[src/rtl/hankel_pkg.sv]
// Shared definitions for the Hankel matrix writer and reader: state encoding and size helpers.
package hankel_pkg;

  typedef enum logic [1:0] {
    ST_IDLE  = 2'd0,
    ST_LOAD  = 2'd1,
    ST_WRITE = 2'd2,
    ST_DONE  = 2'd3
  } hk_state_e;

  // Default-order sizes; instances derive their own from N with the helpers below.
  localparam int N_DEF     = 8;
  localparam int VLEN_DEF  = 2 * N_DEF - 1;
  localparam int IW_DEF    = $clog2(VLEN_DEF);
  localparam int CW_DEF    = $clog2(N_DEF);
  localparam int MSIZE_DEF = N_DEF * N_DEF;

  function automatic int vlen_f(input int n);
    return 2 * n - 1;
  endfunction

  function automatic int iw_f(input int n);
    return (2 * n - 1 > 1) ? $clog2(2 * n - 1) : 1;
  endfunction

  function automatic int cw_f(input int n);
    return (n > 1) ? $clog2(n) : 1;
  endfunction

endpackage

[src/rtl/hankel_vbuf.sv]
// Sample vector store: one write port filled during LOAD, one combinational read port.
module hankel_vbuf
  import hankel_pkg::*;
#(
  parameter int VLEN = VLEN_DEF,
  parameter int DW   = 16,
  parameter int IW   = IW_DEF
) (
  input  logic          clk,
  input  logic          we_i,
  input  logic [IW-1:0] widx_i,
  input  logic [DW-1:0] wdata_i,
  input  logic [IW-1:0] ridx_i,
  output logic [DW-1:0] rdata_o
);

  logic [DW-1:0] mem_q [VLEN];

  // Contents are don't-care after reset, so no reset on the array.
  always_ff @(posedge clk) begin
    if (we_i) mem_q[widx_i] <= wdata_i;
  end

  assign rdata_o = mem_q[ridx_i];

endmodule

[src/rtl/hankel_matrix_wr.sv]
// Collects 2N-1 samples and writes the N x N Hankel matrix H[i][j] = v[i+j] row-major to memory.
//   state    | meaning
//   ST_IDLE  | waiting for start
//   ST_LOAD  | accepting samples into the vector buffer
//   ST_WRITE | presenting one matrix word per cycle, advancing on mem_ready
//   ST_DONE  | single-cycle completion pulse
module hankel_matrix_wr
  import hankel_pkg::*;
#(
  parameter int N    = 8,
  parameter int DW   = 16,
  parameter int AW   = 8,
  parameter int BASE = 0
) (
  input  logic          clk,
  input  logic          rst_n,
  input  logic          start,
  input  logic [DW-1:0] din,
  input  logic          din_valid,
  output logic          din_ready,
  output logic          wr,
  output logic [AW-1:0] waddr,
  output logic [DW-1:0] wdata,
  input  logic          mem_ready,
  output logic          busy,
  output logic          done
);

  localparam int VLEN = vlen_f(N);
  localparam int IW   = iw_f(N);
  localparam int CW   = cw_f(N);

  if (N < 2) begin : g_bad_n
    $error("hankel_matrix_wr: N must be at least 2");
  end
  if (BASE + N * N > (1 << AW)) begin : g_bad_base
    $error("hankel_matrix_wr: BASE + N*N exceeds the address space");
  end

  hk_state_e     state_q, state_d;
  logic [IW-1:0] cnt_q, cnt_d;
  logic [CW-1:0] i_q, i_d, j_q, j_d;
  logic [AW-1:0] waddr_q, waddr_d;
  logic [DW-1:0] wdata_q, wdata_d;
  logic [IW-1:0] ridx;
  logic [DW-1:0] rdata;
  logic [AW-1:0] addr_nxt;
  logic          accept;

  assign accept = (state_q == ST_LOAD) && din_valid;

  always_comb begin
    state_d = state_q;
    cnt_d   = cnt_q;
    i_d     = i_q;
    j_d     = j_q;
    unique case (state_q)
      ST_IDLE: begin
        if (start) begin
          state_d = ST_LOAD;
          cnt_d   = '0;
        end
      end
      ST_LOAD: begin
        if (din_valid) begin
          cnt_d = cnt_q + IW'(1);
          if (cnt_q == IW'(VLEN - 1)) begin
            state_d = ST_WRITE;
            cnt_d   = '0;
            i_d     = '0;
            j_d     = '0;
          end
        end
      end
      ST_WRITE: begin
        if (mem_ready) begin
          if (j_q == CW'(N - 1)) begin
            j_d = '0;
            if (i_q == CW'(N - 1)) state_d = ST_DONE;
            else                   i_d     = i_q + CW'(1);
          end else begin
            j_d = j_q + CW'(1);
          end
        end
      end
      ST_DONE: state_d = ST_IDLE;
      default: state_d = ST_IDLE;
    endcase
  end

  // Output registers are loaded from the next indices so the word for (i,j) is
  // on the bus in the same cycle the FSM sits at (i,j); a stall recomputes the same word.
  assign ridx     = IW'(i_d) + IW'(j_d);
  assign addr_nxt = AW'(BASE) + AW'(i_d) * AW'(N) + AW'(j_d);
  assign waddr_d  = (state_d == ST_WRITE) ? addr_nxt : waddr_q;
  assign wdata_d  = (state_d == ST_WRITE) ? rdata    : wdata_q;

  hankel_vbuf #(
    .VLEN (VLEN),
    .DW   (DW),
    .IW   (IW)
  ) u_vbuf (
    .clk     (clk),
    .we_i    (accept),
    .widx_i  (cnt_q),
    .wdata_i (din),
    .ridx_i  (ridx),
    .rdata_o (rdata)
  );

  always_ff @(posedge clk or negedge rst_n) begin
    if (!rst_n) begin
      state_q <= ST_IDLE;
      cnt_q   <= '0;
      i_q     <= '0;
      j_q     <= '0;
      waddr_q <= '0;
      wdata_q <= '0;
    end else begin
      state_q <= state_d;
      cnt_q   <= cnt_d;
      i_q     <= i_d;
      j_q     <= j_d;
      waddr_q <= waddr_d;
      wdata_q <= wdata_d;
    end
  end

  assign din_ready = (state_q == ST_LOAD);
  assign wr        = (state_q == ST_WRITE);
  assign busy      = din_ready || wr;
  assign done      = (state_q == ST_DONE);
  assign waddr     = waddr_q;
  assign wdata     = wdata_q;

endmodule
[config.mk]
export PLATFORM = sky130hd
export DESIGN_NAME = hankel_matrix_wr
export DESIGN_NICKNAME = d
export VERILOG_FILES = /design/src/rtl/hankel_pkg.sv /design/src/rtl/hankel_vbuf.sv /design/src/rtl/hankel_matrix_wr.sv
export SDC_FILE = /design/constraint.sdc
export NUM_CORES = 1
export LEC_CHECK = 0
export ABC_AREA = 1
export CORE_ASPECT_RATIO = 0.6
export CORE_MARGIN = 3
export CORE_UTILIZATION = 45
export CTS_CLUSTER_SIZE = 24
export DETAILED_ROUTE_END_ITERATION = 8
export PLACE_DENSITY_LB_ADDON = 0.1
export SLEW_MARGIN = 20
export SYNTH_ARGS = -nofsm -noshare
export SYNTH_HDL_FRONTEND = slang
export SYNTH_HIERARCHICAL = 1
export SYNTH_SLANG_ARGS = --single-unit
[constraint.sdc]
create_clock -name clk -period 5.84 [get_ports clk]
set_input_delay 0.584 -clock clk [delete_from_list [all_inputs] [get_ports clk]]
set_output_delay 0.584 -clock clk [all_outputs]
set_load 0.01 [all_outputs]
Word-level counts from Yosys, hierarchy flattened
Memory sizes are Yosys's and may differ from the RTL's. A register that Yosys moved wholly into a read port is not among the register bits.
Index checks and enable logic that the tools add are counted.
Widths: inputs -> output; s select.
{"block": "totals", "word_cells": 50, "input_bits": 21, "output_inout_bits": 28, "ram_bits": 240, "ff_bits": 20, "memories": 1}
{"memory": "u_vbuf.mem_q", "depth": 15, "width": 16, "rd": 1, "rd_clocked_by_memory_dff": 1, "write_ports": 1, "line": "hankel_vbuf.sv:17", "text": "logic [DW-1:0] mem_q [VLEN];"}
{"block": "classes", "mux": 24, "n_eq_ne": 9, "add_sub_neg": 5, "n_reduce_logical": 6}
{"op": "$mux 3", "count": 9}
{"op": "$mux 2", "count": 6}
{"op": "$mux 4", "count": 3}
{"op": "$pmux 3 s2", "count": 2}
{"op": "$pmux 2 s4", "count": 1}
{"op": "$pmux 4 s2", "count": 1}
{"op": "$add 6x3->7", "count": 1}
{"op": "$add 3x1->3 const B", "count": 2}
{"op": "$eq 2x2->1 const B", "count": 3}
{"op": "$eq 3x3->1 const B", "count": 2}
{"op": "$add 3x3->4", "count": 1}
{"op": "$add 4x1->4 const B", "count": 1}
{"op": "$eq 4x4->1 const B", "count": 1}
{"op": "$ne 2x2->1 const B", "count": 2}
{"op": "$reduce_and 3->1", "count": 1}
{"op": "$eq 2x1->1 const B", "count": 1}
{"op": "$logic_not 2->1", "count": 1}
{"op": "$mux 1", "count": 2}
{"op": "$reduce_bool 2->1", "count": 1}
{"op": "$logic_and 1x1->1", "count": 1}
{"op": "$logic_not 1->1", "count": 1}
{"op": "$logic_or 1x1->1", "count": 1}

Longest topological paths before layout
Gate-level depths: netlist (run 1).
{"block": "logic_depth", "ltp_word": 6, "ltp_mapped": 20, "depth_no_buf": 18}

Cells and area by module
The synthesis (run 1) kept the hierarchy.
{"module": "hankel_vbuf", "area_each_um2": 10127.2, "seq_area_each_um2": 7206.9, "instances": 1, "cells_per_inst": 941}
{"module": "hankel_matrix_wr", "area_each_um2": 1788.0, "seq_area_each_um2": 850.8, "instances": 1, "cells_per_inst": 206}

Least setup slack after synthesis (run 1)
OpenSTA, ideal clock, no wires.
{"block": "synth_timing", "kind": "reg2reg", "start": "register state_q[0]", "end": "register wdata_q[12] (netlist: wdata[12]) (read register of u_vbuf.mem_q)", "required_ps": 5723, "setup_ps": 117, "path_buffers": 2, "path_slack_ps": 2867, "synth_period_minus_slack_ps": 2973, "arrival_ps": 2856, "path_stages_with_launch": 16, "path_cell_list": "dfrtp_1 -> inv_1 -> ha_1 -> nand2_1 -> nand2_1 -> o21ai_0 -> ha_1 -> fa_1 -> xor2_1 -> buf_2 -> buf_1 -> nand3_1 -> nand3_1 -> nand2_1 -> nand3_1 -> nand2_1"}
{"block": "synth_between", "elab_cells_between_ends": 15, "cone_classes": "add/sub (1); eq/ne (4); mux (9); reduce/logical (1)"}
{"item": "start: declaration", "line": "hankel_matrix_wr.sv:40", "text": "hk_state_e state_q, state_d;"}
{"item": "start signal: assignment", "line": "hankel_matrix_wr.sv:120", "text": "state_q <= state_d;"}
{"item": "$eq 2x2->1 or $eq 2x1->1 (tied branches)", "line": "hankel_matrix_wr.sv:57", "text": "unique case (state_q)"}
{"item": "$pmux 3 s2", "line": "hankel_matrix_wr.sv:57"}
{"item": "$add 3x3->4 *", "line": "hankel_matrix_wr.sv:93", "text": "assign ridx = IW'(i_d) + IW'(j_d);"}
{"item": "named net ridx[2]", "line": "hankel_matrix_wr.sv:45", "text": "logic [IW-1:0] ridx;"}
{"item": "end: declaration", "line": "hankel_matrix_wr.sv:44", "text": "logic [DW-1:0] wdata_q, wdata_d;"}
The timed path passes the listed nets; every way through them passes the cells marked *.
A chain may end at the register's enable or synchronous reset.

Final worst setup path (run 1)
{"block": "layout_timing", "start": "register cnt_q[0]", "end": "register wdata_q[1] (netlist: wdata[1]) (read register of u_vbuf.mem_q)"}
{"block": "layout_between", "elab_chain_len": 5, "elab_cells_between_ends": 12, "cone_classes": "add/sub (1); eq/ne (2); mux (9)"}
{"item": "start: declaration", "line": "hankel_matrix_wr.sv:41", "text": "logic [IW-1:0] cnt_q, cnt_d;"}
{"item": "start signal: assignment", "line": "hankel_matrix_wr.sv:121", "text": "cnt_q <= cnt_d;"}
{"item": "$eq 4x4->1 *", "line": "hankel_matrix_wr.sv:67", "text": "if (cnt_q == IW'(VLEN - 1)) begin"}
{"item": "$mux 3", "line": "hankel_matrix_wr.sv:67"}
{"item": "$mux 3", "line": "hankel_matrix_wr.sv:65", "text": "if (din_valid) begin"}
{"item": "$pmux 3 s2", "line": "hankel_matrix_wr.sv:57"}
{"item": "$add 3x3->4 *", "line": "hankel_matrix_wr.sv:93"}
{"item": "named net ridx[1]", "line": "hankel_matrix_wr.sv:45"}
Marks and branches as above.

==> flow_summary_export.csv, run 1 <==
group,metric,value,unit
timing,period_share,0.647,
cts,cts.sinks,274,
setup_path,slowest_delay,870,ps
place,port_buffers,46,
timing,setup_viol,0,
synth,synth.ff_latch_count,274,
floorplan,core_area,0.0257,mm^2
finish,nNetsFinal,1221,
synth,syn_area,0.0119,mm^2
synth,synth-seq-area-share,0.676,
timing,period_minus_slack,3780,ps
timing,tightestPinTransition,973,ps
routing,vias_per_cell,5.01,
finish,fin_cells,1559,
routing,via_count,7813,
cts,clk_pin_slew,60,ps
synth,syn-mean-instance-area,10.4,um^2
synth,ys_types,32,
timing,drv_slew,0,
power,p_sw,0.00112,W
cts,post_cts_resized,0,
finish,mostFrequentLayoutCells,"482 x nand2_1, 240 x edfxtp_1, 163 x nand3_1",
floorplan,die_h,132,um
grt,antenna_found_initial,0,
cts,cts-root-buf,"clkbuf_16",
floorplan,start_util,0.464,
synth,ys_warn_count,6,
floorplan,rows,45,
cts,worstSkewPairLatency,540,ps
setup_path,r2r_setup_slack,2060,ps
grt,grt_pass1_wl,46100,um
timing,slew_headroom,0.351,
floorplan,die_x,216,um
place,place_congestion,0.793,
hold_path,hold_path.class,"in -> async",
floorplan,io_pins,49,
finish,diodes,0,
timing,hold_ws,207,ps
finish,final_common_cell,"nand2_1",
cts,cts_made_buffers,27,
finish,drive_gt1_frac,0.0737,
routing,drt_iter0_markers,713,
power,p_int,0.00343,W
finish,area_growth,14.1,%
setup_path,start_kind,"flip-flop",
setup_path,worstPathCellList,"inv_1 -> ha_1 -> nand4_2 -> nand2_2 -> nand2_1 -> nand2_1 -> o21ai_0 -> ha_4 -> fa_2 -> buf_4 -> nand3_1 -> nand3_1 -> nand3_1 -> nand2_1 -> nand3_1 -> nand2_1",
power,power.share.switching,0.245,
routing,wl_per_cell,19.5,um
setup_path,crit_slowest_cell,"fa_2",
routing,ant_nets,0,
grt,grtUsageTotal,0.213,
synth,syn_inst,1147,
routing,wirelength,30500,um
power,p_total,0.00455,W
cts,cts-htree-levels,1,
timing,max_freq,0.264,GHz
floorplan,dieArea,0.0285,mm^2
grt,first_global_vias,7297,
timing,rsz0062_at_grt,"no",
place,placed_area,0.0127,mm^2
routing,post-route-drc-count,0,
routing,drtPass1Iterations,5,
cts,post_cts_buffers,0,
cts,clk_path_buf_depth,3,
cts,postCtsHoldBufs,0,
power,pwr-share-comb,0.102,
grt,grt_remaining_overflow,0,
setup_path,worst-path-max-fanout,43,
power,p_per_area,334,mW/mm^2
power,pwr-share-clk,0.395,
place,dp_cells,1509,
timing,hold_viol,0,
place,dp_hpwl,16700,um
power,seqPwrFrac,0.503,
job,drv_cap,0,
finish,postLayoutCellArea,0.0136,mm^2
setup_path,end_kind,"flip-flop",
cts,cts_tree,"built",
grt,grt_max_degree,78,
timing,final.setup.tns,0,ps
setup_path,arrival,4270,ps
setup_path,critPathKind,"reg -> reg",
power,ir_drop,284,uV
status,outcome,"complete, no violations",
timing,fin_skew,19.6,ps
power,cellLeakagePower,5.67,nW
setup_path,cp_data_required_time,6320,ps
[metal layers]
metal	track usage	routed length, um
met1	0.335	14900
met2	0.310	13000
met3	0.0442	2070
met4	0.0368	515
met5	0	0
[cell usage after synthesis]
library cell	number	share of area
nor3_1	1	0.00042
nand2_2	3	0.0016
clkinv_1	1	0.00031
clkbuf_1	9	0.0028
xnor2_1	1	0.00074
ha_1	13	0.014
buf_2	28	0.012
buf_1	1	0.00031
conb_1	1	0.00031
nor2_1	27	0.0085
dfrtp_1	34	0.071
o21ai_0	8	0.0034
fa_1	1	0.0017
nand3b_1	2	0.0013
or2_2	1	0.00053
nand4_2	1	0.0010
edfxtp_1	240	0.60
nand2_4	1	0.00095
nand3_1	163	0.068
inv_1	100	0.032
a31oi_1	1	0.00053
a21oi_1	2	0.00084
buf_6	11	0.010
buf_8	1	0.0013
buf_4	7	0.0044
nand2_1	482	0.15
inv_4	1	0.00053
a21oi_2	1	0.00074
nand3_2	1	0.00084
inv_2	1	0.00031
xor2_1	2	0.0015
a21oi_4	1	0.0014
[kinds of logic (layout without fill, tap and decap cells)]
group                      Yosys count  after routing  synth area share
buffers and inverters              160            219            0.0636
adders and majority gates           14             14            0.0153
xor gates and xnor gates             3              3           0.00221
and+or+nand+nor                    682            682             0.235
AOI/OAI and AO/OA                   13             13           0.00683
other                                1              2          0.000315
DFF                                274            274             0.676
[power by group through the flow]
stage	logic (W)	registers, W	clock network [W]
finish	0.000465	0.00229	0.00179
global route	0.000511	0.00230	0.00190
CTS	0.000466	0.00229	0.00183
detailed placement	0.000465	0.00233	0
global placement	0.000459	0.00233	0
floorplan	0.000271	0.00232	0
[critical path: cells and delay by family (launching register included)]
| kind | cells | cell delay, ps |
|---|---|---|
| AOI/OAI and AO/OA | 1 | 200 |
| DFF | 1 | 450 |
| adders and majority gates | 3 | 1310 |
| and+or+nand+nor | 10 | 1090 |
| buffers and inverters | 2 | 650 |
[cell type report]
type	instances	area (um^2)
Inverter	103	389
Timing Repair Buffer	66	618
Fill cell	2345	12100
Multi-Input combinational cell	714	3180
Clock buffer	34	722
Sequential cell	274	8060
Tap cell	352	440
Clock inverter	16	190
[per-stage QoR]
step,worst slack (ps),util
final,2060,0.530
after global routing,1690,0.530
after CTS,2070,0.530
after detailed placement,1740,0.494
after global placement,1820,0.494
after floorplan,2870,-
[sequential cells by signal, indices dropped and copies added, names as in the netlist]
name          count
wdata            16
i_q               3
cnt_q             4
waddr             6
u_vbuf/mem_q    240
j_q               3
state_q           2
[final timing paths]
check / from / end / cells after the start
worst max-delay path: cnt_q[0] / wdata[1] / 16
worst min-delay path: rst_n / waddr[0] / 1
worst max register to register: cnt_q[0] / wdata[1] / 16
worst min register to register: waddr[5] / waddr[5] / 2
max in group asynchronous: rst_n / i_q[1] / 1
min in group clk: waddr[5] / waddr[5] / 2
(Power assumes the default switching activity.)
==> run 2, diff against run 1 <==
==> constraint.sdc (replaced) <==
create_clock -name clk -period 3.7 [get_ports clk]
set_input_delay 0.37 -clock clk [delete_from_list [all_inputs] [get_ports clk]]
set_output_delay 0.37 -clock clk [all_outputs]
set_load 0.01 [all_outputs]
==> run 2 against run 1 <==
Compared with the run above:
- hold slack better by 270 ps
- combinational power is 59% higher
- fmax is 14% higher
- critical path depth stayed put
- non-clock buffer count is 15 higher
- register-to-register slack worse by 1700 ps
- wire length is 0.23% lower
- critical path type unchanged
- critical endpoint is now wdata[9]
- largest cell class unchanged
- largest power group unchanged
- highest routed layer is now met5
==> flow_summary_export.csv, run 2 (same netlist as run 1, synthesis figures left out) <==
group,metric,value,unit
place,place_congestion,0.839,
setup_path,critPathKind,"reg -> reg",
hold_path,hold_path_depth,2,
setup_path,r2r_cells,16,
routing,wl_per_cell,19.3,um
timing,hold_ws,473,ps
setup_path,start_kind,"flip-flop",
timing,tightestPinTransition,939,ps
routing,vias_per_cell,5.06,
timing,fin_skew,14.3,ps
cts,post_cts_resized,0,
power,ir_drop,286,uV
routing,drt_iter0_markers,771,
finish,multi_input_area,0.00316,mm^2
hold_path,holdPathEnd,"wdata[13]",
routing,ant_nets,0,
routing,wirelength,30400,um
floorplan,die_h,132,um
floorplan,core_area,0.0257,mm^2
grt,grt_max_degree,72,
finish,final_common_cell,"nand2_1",
cts,post_cts_buffers,0,
routing,via_count,7957,
timing,final.setup.tns,0,ps
timing,hold_viol,0,
floorplan,start_util,0.464,
grt,first_global_vias,7430,
finish,top_register,"u_vbuf/mem_q",
timing,rsz0062_at_grt,"no",
place,placed_area,0.0128,mm^2
finish,diodes,0,
setup_path,r2r_setup_slack,390,ps
grt,grtUsageTotal,0.214,
finish,fillers,2304,
cts,clk_pin_slew,70,ps
hold_path,hp-start,"wdata[13]",
setup_path,arrival,3790,ps
place,dp_hpwl,18000,um
cts,cts-root-buf,"clkbuf_16",
cts,cts_tree,"built",
finish,largest_reg_flops,240,
finish,regArea,0.00806,mm^2
setup_path,worst-path-max-fanout,32,
finish,mostFrequentLayoutCells,"482 x nand2_1, 240 x edfxtp_1, 163 x nand3_1",
timing,period_minus_slack,3310,ps
floorplan,die_x,216,um
job,drv_cap,0,
timing,slew_headroom,0.374,
timing,period_share,0.896,
status,outcome,"complete, no violations",
finish,area_growth,15.1,%
cts,cts_made_buffers,26,
finish,postLayoutCellArea,0.0137,mm^2
routing,drtPass1Iterations,4,
cts,cts.sinks,274,
setup_path,end_kind,"flip-flop",
timing,drv_slew,0,
floorplan,rows,45,
setup_path,cp_data_required_time,4180,ps
grt,antenna_found_initial,3,
place,port_buffers,46,
grt,grt_remaining_overflow,0,
power,p_per_area,517,mW/mm^2
finish,drive_gt1_frac,0.0870,
power,p_total,0.00708,W
routing,post-route-drc-count,0,
cts,clk_path_buf_depth,3,
cts,cts-htree-levels,1,
cts,postCtsHoldBufs,1,
setup_path,timing.rr.end,"wdata[9]",
timing,setup_ws,386,ps
floorplan,io_pins,49,
place,dp_worst_setup_slack,398,ps
setup_path,reg2reg_from,"state_q[0]",
timing,max_freq,0.302,GHz
hold_path,hold_path.class,"reg -> reg",
timing,setup_viol,0,
power,cellLeakagePower,5.76,nW
grt,grt_pass1_wl,46600,um
finish,nNetsFinal,1235,
floorplan,dieArea,0.0285,mm^2
cts,worstSkewPairLatency,550,ps
run 2: per-layer routing:
layer / vias up / track usage / wire length (um)
li1: 3855 / - / -
met1: 3834 / 0.337 / 15000
met2: 223 / 0.308 / 12900
met3: 39 / 0.0428 / 1970
met4: 6 / 0.0415 / 430
met5: - / 0 / 27
run 2: worst max-delay path by stage:
stage,slack [ps],cells past startpoint,startpoint,end
2_1_floorplan,730,15,state_q[0],wdata[12]
3_3_place_gp,420,15,mem_ready,wdata[9]
3_5_place_dp,400,15,mem_ready,wdata[9]
4_1_cts,380,16,state_q[0],wdata[9]
5_1_grt,90,18,state_q[0],wdata[2]
6_report,390,16,state_q[0],wdata[9]
run 2: worst max-delay path, stage by stage (launching register included):
cell,delay [ps]
dfrtp_1,440
inv_1,90
ha_1,450
inv_1,100
nor3_1,240
nand2_1,70
nand2_1,160
ha_4,170
fa_2,470
inv_2,240
buf_12,240
nand3_1,100
nand3_1,100
nand3_1,100
nand2_1,90
nand3_1,90
nand2_1,80
run 2: area by class of cell:
| type | instances | area share |
|---|---|---|
| inverters | 103 | 0.0284 |
| well taps | 352 | 0.0321 |
| repair buffers | 81 | 0.0580 |
| clock inverters | 16 | 0.0115 |
| flip-flops and latches | 274 | 0.588 |
| multi-input cells | 714 | 0.231 |
| clock buffers | 31 | 0.0518 |
run 2: per-stage QoR:
stage / std cells / util
after detailed placement: 1523 / 0.500
after floorplan: 1148 / -
after global placement: 1523 / 0.500
after global routing: 1571 / 0.534
final: 1571 / 0.534
after CTS: 1571 / 0.534
run 2: where the power goes:
| part | leakage, nW | switching [W] | internal, W | total (W) |
|---|---|---|---|---|
| clock network | 0.432 | 0.00116 | 0.00158 | 0.00273 |
| logic | 2.69 | 0.000515 | 0.000226 | 0.000741 |
| registers | 2.63 | 0.0000690 | 0.00354 | 0.00361 |
==> run 3, diff against run 2 <==
--- a/config.mk
+++ b/config.mk
@@ -9,6 +9,7 @@
 export CORE_ASPECT_RATIO = 0.6
 export CORE_MARGIN = 3
 export CORE_UTILIZATION = 45
+export CTS_CLUSTER_DIAMETER = 60
 export CTS_CLUSTER_SIZE = 24
 export DETAILED_ROUTE_END_ITERATION = 8
 export PLACE_DENSITY_LB_ADDON = 0.1
==> run 3 against run 2 <==
Compared with the run above:
- the run now ends with hold timing left
- critical path depth unchanged
- largest cell class unchanged
- hold slack worse by 480 ps
- global-route usage down 0.17 points
- clock power down 31%
- register-to-register slack about the same
- non-clock buffer count down 1
- largest power group unchanged
==> flow_summary_export.csv, run 3 (same netlist as run 1, synthesis figures left out) <==
group,metric,value,unit
hold_path,hold_path.class,"in -> async",
cts,postCtsHoldBufs,0,
routing,wl_met1,15200,um
timing,period_minus_slack,3330,ps
power,p_sw,0.00157,W
routing,wirelength,30200,um
timing,setup_viol,0,
place,dp_worst_setup_slack,398,ps
place,port_buffers,46,
place,dp_hpwl,18000,um
timing,hold_ws,-8.74,ps
cts,cts-root-buf,"clkbuf_16",
routing,post-route-drc-count,0,
power,p_int,0.00467,W
finish,drive_gt1_frac,0.0686,
setup_path,critPathKind,"reg -> reg",
cts,clk_path_buf_depth,3,
finish,multi_input_area,0.00316,mm^2
routing,wl_met3,1650,um
setup_path,cp_data_required_time,4150,ps
routing,via_count,7830,
status,violations,"hold timing",
timing,hold_viol,13,
timing,setup_ws,373,ps
routing,maxUsedRoutingLayer,"met5",
cts,clk_pin_slew,100,ps
floorplan,start_util,0.464,
finish,final_common_cell,"nand2_1",
setup_path,worstPathCellList,"inv_1 -> ha_1 -> inv_1 -> nor3_1 -> nand2_1 -> nand2_1 -> ha_4 -> fa_2 -> inv_2 -> buf_12 -> nand3_1 -> nand3_1 -> nand3_1 -> nand2_1 -> nand3_1 -> nand2_1",
status,outcome,"finished, violations left",
power,pwr-share-comb,0.119,
finish,nNetsFinal,1223,
floorplan,rows,45,
finish,diodes,0,
routing,dr_wl_met2,12900,um
timing,drv_slew,0,
timing,final.setup.tns,0,ps
grt,antenna_found_initial,3,
cts,post_cts_resized,0,
grt,grtUsageTotal,0.212,
grt,first_global_vias,7322,
floorplan,core_area,0.0257,mm^2
job,drv_cap,0,
finish,mostFrequentLayoutCells,"482 x nand2_1, 240 x edfxtp_1, 163 x nand3_1",
cts,cts.sinks,274,
grt,grt_pass1_wl,46300,um
routing,drt_iter0_markers,792,
power,p_total,0.00624,W
setup_path,arrival,3770,ps
setup_path,crit_slowest_cell,"fa_2",
timing,period_share,0.899,
timing,tightestPinTransition,910,ps
cts,post_cts_buffers,0,
finish,area_growth,11.7,%
routing,drtPass1Iterations,5,
floorplan,io_pins,49,
setup_path,worst-path-max-fanout,32,
power,p_per_area,469,mW/mm^2
grt,grt_remaining_overflow,0,
power,power.share.switching,0.251,
timing,max_freq,0.301,GHz
floorplan,dieArea,0.0285,mm^2
timing,fin_skew,8.96,ps
cts,cts_tree,"built",
routing,ant_nets,0,
power,pwr-share-clk,0.303,
setup_path,start_kind,"flip-flop",
floorplan,die_x,216,um
power,ir_drop,324,uV
grt,grt_max_degree,72,
finish,regArea,0.00806,mm^2
cts,cts_made_buffers,15,
setup_path,slowest_delay,470,ps
finish,top_register,"u_vbuf/mem_q",
floorplan,die_h,132,um
place,place_congestion,0.839,
power,seqPwrFrac,0.578,
cts,cts-htree-levels,1,
finish,fillers,2339,
routing,vias_per_cell,5.06,
power,cellLeakagePower,5.54,nW
routing,wl_per_cell,19.5,um
timing,rsz0062_at_grt,"no",
timing,slew_headroom,0.393,
cts,worstSkewPairLatency,500,ps
finish,largest_reg_flops,240,
setup_path,end_kind,"flip-flop",
-- run 3: cell types whose count changed in the layout (fill, tap and decap cells not counted), sizes merged --
cell	change
clkbuf	-9
dlygate4sd3	-1
clkinv	-12
bufinv	-1
-- run 3: power groups by stage --
| stage | Clock, W | Combinational (W) | Sequential [W] |
|---|---|---|---|
| 6_report | 0.00189 | 0.000743 | 0.00361 |
| 5_1_grt | 0.00205 | 0.000821 | 0.00362 |
| 4_1_cts | 0.00194 | 0.000747 | 0.00361 |
| 3_5_place_dp | 0 | 0.000743 | 0.00368 |
| 3_3_place_gp | 0 | 0.000734 | 0.00367 |
| 2_1_floorplan | 0 | 0.000428 | 0.00366 |
-- run 3: final cells by class --
type,instances,area share
inverters,103,0.0292
multi-input cells,714,0.238
clock inverters,3,0.00508
well taps,352,0.0331
repair buffers,80,0.0591
clock buffers,22,0.0302
flip-flops and latches,274,0.606
-- run 3: path summary, 6_finish.rpt --
check | startpoint | to | slack (ps) | cells past startpoint
worst max-delay path | state_q[0] | wdata[9] | 370 | 16
worst min-delay path | rst_n | wdata[12] | -9 | 1
worst max register to register | state_q[0] | wdata[9] | 370 | 16
worst min register to register | waddr[5] | waddr[5] | 480 | 2
max in group asynchronous | rst_n | cnt_q[3] | 3130 | 1
min in group clk | waddr[5] | waddr[5] | 480 | 2
-- run 3: layer usage --
metal  track usage  up-vias
li1              -     3817
met1         0.339     3790
met2         0.308      179
met3        0.0380       38
met4        0.0317        6
met5             0        -
-- run 3: per-stage QoR --
step	area [um^2]	util	cells	hold slack (ps)
2_1_floorplan	11900	-	1148	74.4
3_3_place_gp	12800	0.500	1523	456
3_5_place_dp	12800	0.500	1523	460
4_1_cts	13300	0.518	1548	20.5
5_1_grt	13300	0.518	1548	40.6
6_report	13300	0.518	1548	-8.74
-- run 3: critical path: cells and delay by family (launching register included) --
kind                       cells  cell delay [ps]
adders and majority gates      3             1090
and+or+nand+nor                9             1030
buffers and inverters          4              660
DFF                            1              450
